### config.mk
export PLATFORM = sky130hd
export DESIGN_NAME = axi_read_intf
export DESIGN_NICKNAME = d
export VERILOG_FILES = /design/src/rtl/axi_read_intf.sv
export SDC_FILE = /design/constraint.sdc
export NUM_CORES = 1
export LEC_CHECK = 0
export CORE_UTILIZATION = 47
export CTS_BUF_LIST = sky130_fd_sc_hd__clkbuf_8
export DETAILED_ROUTE_END_ITERATION = 8
export GPL_ROUTABILITY_DRIVEN = 0
export PLACE_DENSITY = 0.95
export SYNTH_ARGS = -nofsm -noshare
export SYNTH_HDL_FRONTEND = slang
export SYNTH_SLANG_ARGS = --single-unit
export TNS_END_PERCENT = 50
### constraint.sdc
create_clock -name clk -period 4.1 [get_ports clk]
set_input_delay 1.23 -clock clk [delete_from_list [all_inputs] [get_ports clk]]
set_output_delay 1.23 -clock clk [all_outputs]
set_load 0.05 [all_outputs]
### src/rtl/axi_read_intf.sv
// AXI4 read-channel slave: one AR burst at a time, one internal read request per beat,
// each beat returned on R with RID/RRESP/RLAST and held stable under RREADY backpressure.
module axi_read_intf #(
    parameter int ARID_WIDTH   = 8,
    parameter int ARADDR_WIDTH = 11,
    parameter int RDATA_WIDTH  = 64
) (
    input  logic                    clk,
    input  logic                    rst,
    input  logic [ARID_WIDTH-1:0]   ARID,
    input  logic [ARADDR_WIDTH-1:0] ARADDR,
    input  logic [7:0]              ARLEN,
    input  logic [2:0]              ARSIZE,
    input  logic [1:0]              ARBURST,
    input  logic [3:0]              ARREGION,
    input  logic                    ARVALID,
    output logic                    ARREADY,
    output logic [ARID_WIDTH-1:0]   RID,
    output logic [RDATA_WIDTH-1:0]  RDATA,
    output logic [1:0]              RRESP,
    output logic                    RLAST,
    output logic                    RVALID,
    input  logic                    RREADY,
    output logic                    axi_rd_req,
    output logic [ARADDR_WIDTH-1:0] axi_rd_addr,
    output logic [1:0]              axi_rd_region,
    input  logic                    rd_data_vld,
    input  logic [RDATA_WIDTH-1:0]  rd_data,
    input  logic                    rd_err
);

    typedef enum logic [1:0] {
        S_IDLE = 2'd0,
        S_REQ  = 2'd1,
        S_WAIT = 2'd2,
        S_RESP = 2'd3
    } state_t;

    localparam logic [1:0] RESP_OKAY   = 2'b00;
    localparam logic [1:0] RESP_SLVERR = 2'b10;

    state_t                  state_q, state_d;
    logic [ARID_WIDTH-1:0]   id_q, id_d;
    logic [ARADDR_WIDTH-1:0] addr_q, addr_d;
    logic [7:0]              cnt_q, cnt_d;
    logic [2:0]              size_q, size_d;
    logic                    fixed_q, fixed_d;
    logic [1:0]              region_q, region_d;
    logic                    err_q, err_d;
    logic [RDATA_WIDTH-1:0]  rdata_q, rdata_d;
    logic [1:0]              rresp_q, rresp_d;
    logic                    rlast_q, rlast_d;
    logic                    rvalid_q, rvalid_d;
    logic [ARADDR_WIDTH-1:0] addr_step;

    // INCR step is 1<<size; the add truncates so addresses wrap at the top of the space.
    assign addr_step = ARADDR_WIDTH'(1) << size_q;

    assign ARREADY       = (state_q == S_IDLE);
    assign RID           = id_q;
    assign RDATA         = rdata_q;
    assign RRESP         = rresp_q;
    assign RLAST         = rlast_q;
    assign RVALID        = rvalid_q;
    assign axi_rd_req    = (state_q == S_REQ) && !err_q;
    assign axi_rd_addr   = addr_q;
    assign axi_rd_region = region_q;

    always_comb begin
        state_d  = state_q;
        id_d     = id_q;
        addr_d   = addr_q;
        cnt_d    = cnt_q;
        size_d   = size_q;
        fixed_d  = fixed_q;
        region_d = region_q;
        err_d    = err_q;
        rdata_d  = rdata_q;
        rresp_d  = rresp_q;
        rlast_d  = rlast_q;
        rvalid_d = rvalid_q;

        case (state_q)
            S_IDLE: begin
                if (ARVALID) begin
                    id_d     = ARID;
                    addr_d   = ARADDR;
                    cnt_d    = ARLEN;
                    size_d   = ARSIZE;
                    fixed_d  = (ARBURST == 2'b00);
                    region_d = ARREGION[1:0];
                    err_d    = (ARREGION[1:0] == 2'b11) || (ARSIZE > 3'd3);
                    state_d  = S_REQ;
                end
            end
            S_REQ: begin
                // Unmapped region or oversized beat: answer SLVERR without touching the targets.
                if (err_q) begin
                    rdata_d  = '0;
                    rresp_d  = RESP_SLVERR;
                    rlast_d  = (cnt_q == 8'd0);
                    rvalid_d = 1'b1;
                    state_d  = S_RESP;
                end else begin
                    state_d  = S_WAIT;
                end
            end
            S_WAIT: begin
                if (rd_data_vld) begin
                    rdata_d  = rd_data;
                    rresp_d  = rd_err ? RESP_SLVERR : RESP_OKAY;
                    rlast_d  = (cnt_q == 8'd0);
                    rvalid_d = 1'b1;
                    state_d  = S_RESP;
                end
            end
            S_RESP: begin
                if (RREADY) begin
                    rvalid_d = 1'b0;
                    if (rlast_q) begin
                        state_d = S_IDLE;
                    end else begin
                        cnt_d   = cnt_q - 8'd1;
                        if (!fixed_q) begin
                            addr_d = addr_q + addr_step;
                        end
                        state_d = S_REQ;
                    end
                end
            end
            default: begin
                state_d = S_IDLE;
            end
        endcase
    end

    always_ff @(posedge clk) begin
        if (rst) begin
            state_q  <= S_IDLE;
            id_q     <= '0;
            addr_q   <= '0;
            cnt_q    <= '0;
            size_q   <= '0;
            fixed_q  <= 1'b0;
            region_q <= '0;
            err_q    <= 1'b0;
            rdata_q  <= '0;
            rresp_q  <= RESP_OKAY;
            rlast_q  <= 1'b0;
            rvalid_q <= 1'b0;
        end else begin
            state_q  <= state_d;
            id_q     <= id_d;
            addr_q   <= addr_d;
            cnt_q    <= cnt_d;
            size_q   <= size_d;
            fixed_q  <= fixed_d;
            region_q <= region_d;
            err_q    <= err_d;
            rdata_q  <= rdata_d;
            rresp_q  <= rresp_d;
            rlast_q  <= rlast_d;
            rvalid_q <= rvalid_d;
        end
    end

endmodule
==> impl_metrics.xml <==
<?xml version="1.0" encoding="UTF-8"?>
<metrics>
  <group name="detailed_routing">
    <metric name="detailedRoute.firstIterationViolations" unit="">186</metric>
    <metric name="detailroute.wirelength.met3" unit="um">942</metric>
    <metric name="routed_wirelength" unit="mm">12.77</metric>
    <metric name="number_of_detailed_route_iterations_in_the_first_pass" unit="">5</metric>
    <metric name="final_routed_wire_length_divided_by_cell_count" unit="um">16.06</metric>
    <metric name="postRouteAntennaNets" unit="">0</metric>
    <metric name="route.detailed.vias_per_inst" unit="">5.535</metric>
    <metric name="dr.max_layer_used" unit="">met4</metric>
    <metric name="route.vias.total" unit="">4400</metric>
    <metric name="routed-wl-met2" unit="mm">6.488</metric>
    <metric name="met1Wirelength" unit="mm">5.030</metric>
    <metric name="drcViolationCount" unit="">0</metric>
  </group>
  <group name="die">
    <metric name="fp.dieH" unit="um">99.15</metric>
    <metric name="std_cell_rows" unit="">35</metric>
    <metric name="core_region_area" unit="um2">9196</metric>
    <metric name="boundaryPins" unit="">197</metric>
    <metric name="die_width" unit="um">99.15</metric>
    <metric name="design.die.area" unit="um2">9830</metric>
    <metric name="start_util" unit="">0.4823</metric>
  </group>
  <group name="power_and_ir_drop">
    <metric name="power.static_leakage" unit="uW">0.002476</metric>
    <metric name="pwr-share-comb" unit="">0.480</metric>
    <metric name="power_switching_share" unit="">0.4423</metric>
    <metric name="net_switching" unit="uW">1666</metric>
    <metric name="power_report.internal_total" unit="uW">2101</metric>
    <metric name="power_frac_seq" unit="">0.346</metric>
    <metric name="p_clk_frac" unit="">0.174</metric>
    <metric name="power_density" unit="nW/um2">573.4</metric>
    <metric name="irDropWorstVdd" unit="mV">0.3084</metric>
  </group>
  <group name="synth">
    <metric name="yosysWarnings" unit="">0</metric>
    <metric name="post_synth_inst_count" unit="">508</metric>
    <metric name="synth_sequential_area_ratio" unit="">0.4649</metric>
    <metric name="synth_area_per_cell" unit="um2">8.731</metric>
    <metric name="syn-cell-area" unit="um2">4436</metric>
    <metric name="synth_enable_flop_cells" unit="">0</metric>
    <metric name="synth_top_area_cell" unit="">dfxtp_1</metric>
    <metric name="synth-async-reset-ratio" unit="">0</metric>
    <metric name="synth_cell_type_count" unit="">49</metric>
    <metric name="dominantRegCellSynth" unit="">dfxtp_1</metric>
    <metric name="postSynthNetCount" unit="">629</metric>
    <metric name="ys_ff_latch" unit="">103</metric>
    <metric name="yosys.area.top_type_share" unit="">0.4649</metric>
    <metric name="synth.area.top_cells" unit="">dfxtp_1 46%, a22oi_1 11%, nor2_1 7.8%</metric>
  </group>
  <group name="sta">
    <metric name="slew_viol_final" unit="">0</metric>
    <metric name="max_freq" unit="MHz">311.7</metric>
    <metric name="grt_setup_unrepaired" unit="">no</metric>
    <metric name="max-slew-margin-rel" unit="">0.3032</metric>
    <metric name="period_needed" unit="ns">3.208</metric>
    <metric name="setup-tns-final" unit="ns">0</metric>
    <metric name="timing_hold_violations_final" unit="">0</metric>
    <metric name="tightest_slew" unit="ns">1.045</metric>
    <metric name="finalClockSkew" unit="ns">0.01172</metric>
    <metric name="setup_viol" unit="">0</metric>
    <metric name="finalWorstSetupSlack" unit="ns">0.8916</metric>
    <metric name="finalCritPeriodShare" unit="">0.7825</metric>
  </group>
  <group name="global_route">
    <metric name="antenna_violations_before_repair" unit="">0</metric>
    <metric name="globalRoute.totalOverflow" unit="">0</metric>
    <metric name="grt_start_max_net_pins" unit="">106</metric>
    <metric name="track_usage" unit="">0.2553</metric>
    <metric name="grt_pass1_vias" unit="">4288</metric>
    <metric name="grt_first_pass_wirelength" unit="mm">20.10</metric>
  </group>
  <group name="clocking">
    <metric name="worst_skew_pair.late_latency" unit="ns">0.36</metric>
    <metric name="tritoncts" unit="">built</metric>
    <metric name="clkSlewWorstSetupHoldPaths" unit="ns">0.10</metric>
    <metric name="clock_tree.buffer_depth" unit="">2</metric>
    <metric name="ctsRootBufferMaster" unit="">clkbuf_8</metric>
    <metric name="h-tree-depth" unit="">3</metric>
    <metric name="cts_setup_buffers" unit="">0</metric>
    <metric name="cts_made_buffers" unit="">9</metric>
    <metric name="postCtsHoldBufs" unit="">0</metric>
    <metric name="postCtsResizedCells" unit="">0</metric>
    <metric name="clock-sinks" unit="">103</metric>
  </group>
  <group name="setup_path">
    <metric name="worst-r2r-setup-slack" unit="ns">1.49</metric>
    <metric name="timing.setup.critical_path_class" unit="">reg -&gt; out</metric>
    <metric name="critical_path_arrival" unit="ns">1.98</metric>
    <metric name="critical-path-slowest-cell" unit="">clkdlybuf4s50_1</metric>
    <metric name="endpoint_kind" unit="">output pin</metric>
    <metric name="timing.critical_path.fanout_max" unit="">4</metric>
    <metric name="worst_path_largest_cell_delay" unit="ns">0.82</metric>
    <metric name="worstSetupStartpointType" unit="">register</metric>
    <metric name="critical_path.cell_chain" unit="">ha_1 &gt; nand2b_1 &gt; inv_1 &gt; clkdlybuf4s50_1</metric>
    <metric name="critical_path.top_delay_family" unit="">buffers and inverters</metric>
    <metric name="critPathRequiredTime" unit="ns">2.87</metric>
    <metric name="cp.buffers_inverters" unit="">2</metric>
  </group>
  <group name="finish">
    <metric name="final_util" unit="">0.7146</metric>
    <metric name="final_nets" unit="">800</metric>
    <metric name="synthToLayoutAreaGrowth" unit="%">48.15</metric>
    <metric name="layout.filler_cells" unit="">645</metric>
    <metric name="antenna-diode-count" unit="">0</metric>
    <metric name="final_layout_size_suffix_gt1_frac" unit="">0.04532</metric>
    <metric name="layoutNonFillerInstCount" unit="">795</metric>
  </group>
  <group name="place">
    <metric name="port-buffer-count" unit="">193</metric>
    <metric name="dp.cells" unit="">779</metric>
    <metric name="sum_of_net_half_perimeters_after_detailed_placement" unit="mm">9.295</metric>
    <metric name="dp_slack" unit="ns">0.9305</metric>
  </group>
  <group name="outcome">
    <metric name="run_status" unit="">finished, final reports clean</metric>
  </group>
  <group name="worst_hold_path">
    <metric name="hold_path_class" unit="">reg -&gt; reg</metric>
  </group>
  <group name="flow_run">
    <metric name="maxCapViolCount" unit="">0</metric>
  </group>
</metrics>
flip-flops by register name, indices dropped and copies added (netlist names), 2 cells and up:
name,flops
RDATA,64
RID,8
axi_rd_addr,11
axi_rd_region,2
cnt_q,8
size_q,3
state_q,2
kinds of logic after synthesis:
kind of cell,Yosys count,synth area share
AO/OA/AOI/OAI,149,0.2305
XOR/XNOR,6,0.01185
adder cells (fa/ha/maj),15,0.04401
buffers and inverters,52,0.05359
flip-flops,103,0.4649
multiplexers,9,0.02087
other,1,0.0008455
AND/OR/NAND/NOR,173,0.1735
layout by cell type (no fill, tap or decap), drive strengths merged, types with 2 or more instances in the layout:
master	Yosys	final
a211oi	16	16
a21o	6	6
a21oi	29	29
a221oi	2	2
a22oi	67	67
a31oi	5	5
and3	3	3
and3b	2	2
and4	2	2
buf	20	8
clkbuf	20	10
clkdlybuf4s50	0	192
clkinvlp	0	2
dfxtp	103	103
ha	14	14
inv	12	15
mux2	2	2
mux2i	7	7
nand2	41	41
nand2b	6	6
nand3	4	4
nor2	92	92
nor2b	2	2
nor3	5	5
nor3b	6	6
o211ai	2	2
o21ai	14	14
o2bb2ai	2	2
o31ai	2	2
or4	4	4
xor2	5	5
routing by layer:
metal,vias to the layer above,track usage
met5,-,0
met4,0,0.09276
met3,27,0.07027
met2,178,0.4696
met1,2059,0.2811
li1,2136,-
cell usage after synthesis, types with 3 or more instances:
library cell,count
a211oi_1,16
a21o_1,6
a21oi_1,28
a22oi_1,67
a31oi_1,4
and3_1,3
buf_1,8
buf_2,7
buf_6,4
clkbuf_1,20
dfxtp_1,103
ha_1,14
inv_1,12
mux2i_1,7
nand2_1,41
nand2b_1,6
nand3_1,4
nor2_1,92
nor3_1,5
nor3b_1,6
o21ai_0,13
or4_1,3
xor2_1,5
metrics by stage:
stage	area, um2	power, uW	hold slack (ns)
2_1_floorplan	4436	2554	0.4365
3_3_place_gp	6365	3045	0.4420
3_5_place_dp	6365	3124	0.4483
4_1_cts	6571	3778	0.4614
5_1_grt	6571	3975	0.4757
6_report	6571	3768	0.4579
final cells by class:
| class | count | area [um2] | share of cell area |
|---|---|---|---|
| sequential | 103 | 2062 | 0.3138 |
| clock buffer | 10 | 137.6 | 0.02094 |
| clock inverter | 6 | 68.82 | 0.01047 |
| tap | 111 | 138.9 | 0.02113 |
| multi-input combinational | 353 | 2137 | 0.3252 |
| timing repair buffer | 200 | 1982 | 0.3016 |
| inverter | 12 | 45.04 | 0.006855 |
path summary, 6_finish.rpt:
kind | startpoint | end | cells after the start
setup / recovery | state_q[0] | axi_rd_req | 4
hold / removal | RID[1] | RID[1] | 2
setup reg to reg | size_q[2] | axi_rd_addr[8] | 9
hold reg to reg | RID[1] | RID[1] | 2
worst register-to-register path: stages (launching register included):
cell,delay [ns]
dfxtp_1,0.39
nor3_1,0.28
ha_1,0.25
inv_1,0.07
fa_1,0.39
nand2b_1,0.17
a21oi_1,0.28
a21o_1,0.24
mux2_2,0.36
a31oi_2,0.11
power by group through the flow:
stage	Clock, uW	Combinational, uW	Sequential [uW]
after floorplan	0	849	1700
after global placement	0	1740	1310
after detailed placement	0	1800	1320
after CTS	669	1810	1300
after global routing	709	1940	1320
final	656	1810	1300
No activity file was read; power rests on OpenSTA's default activity.
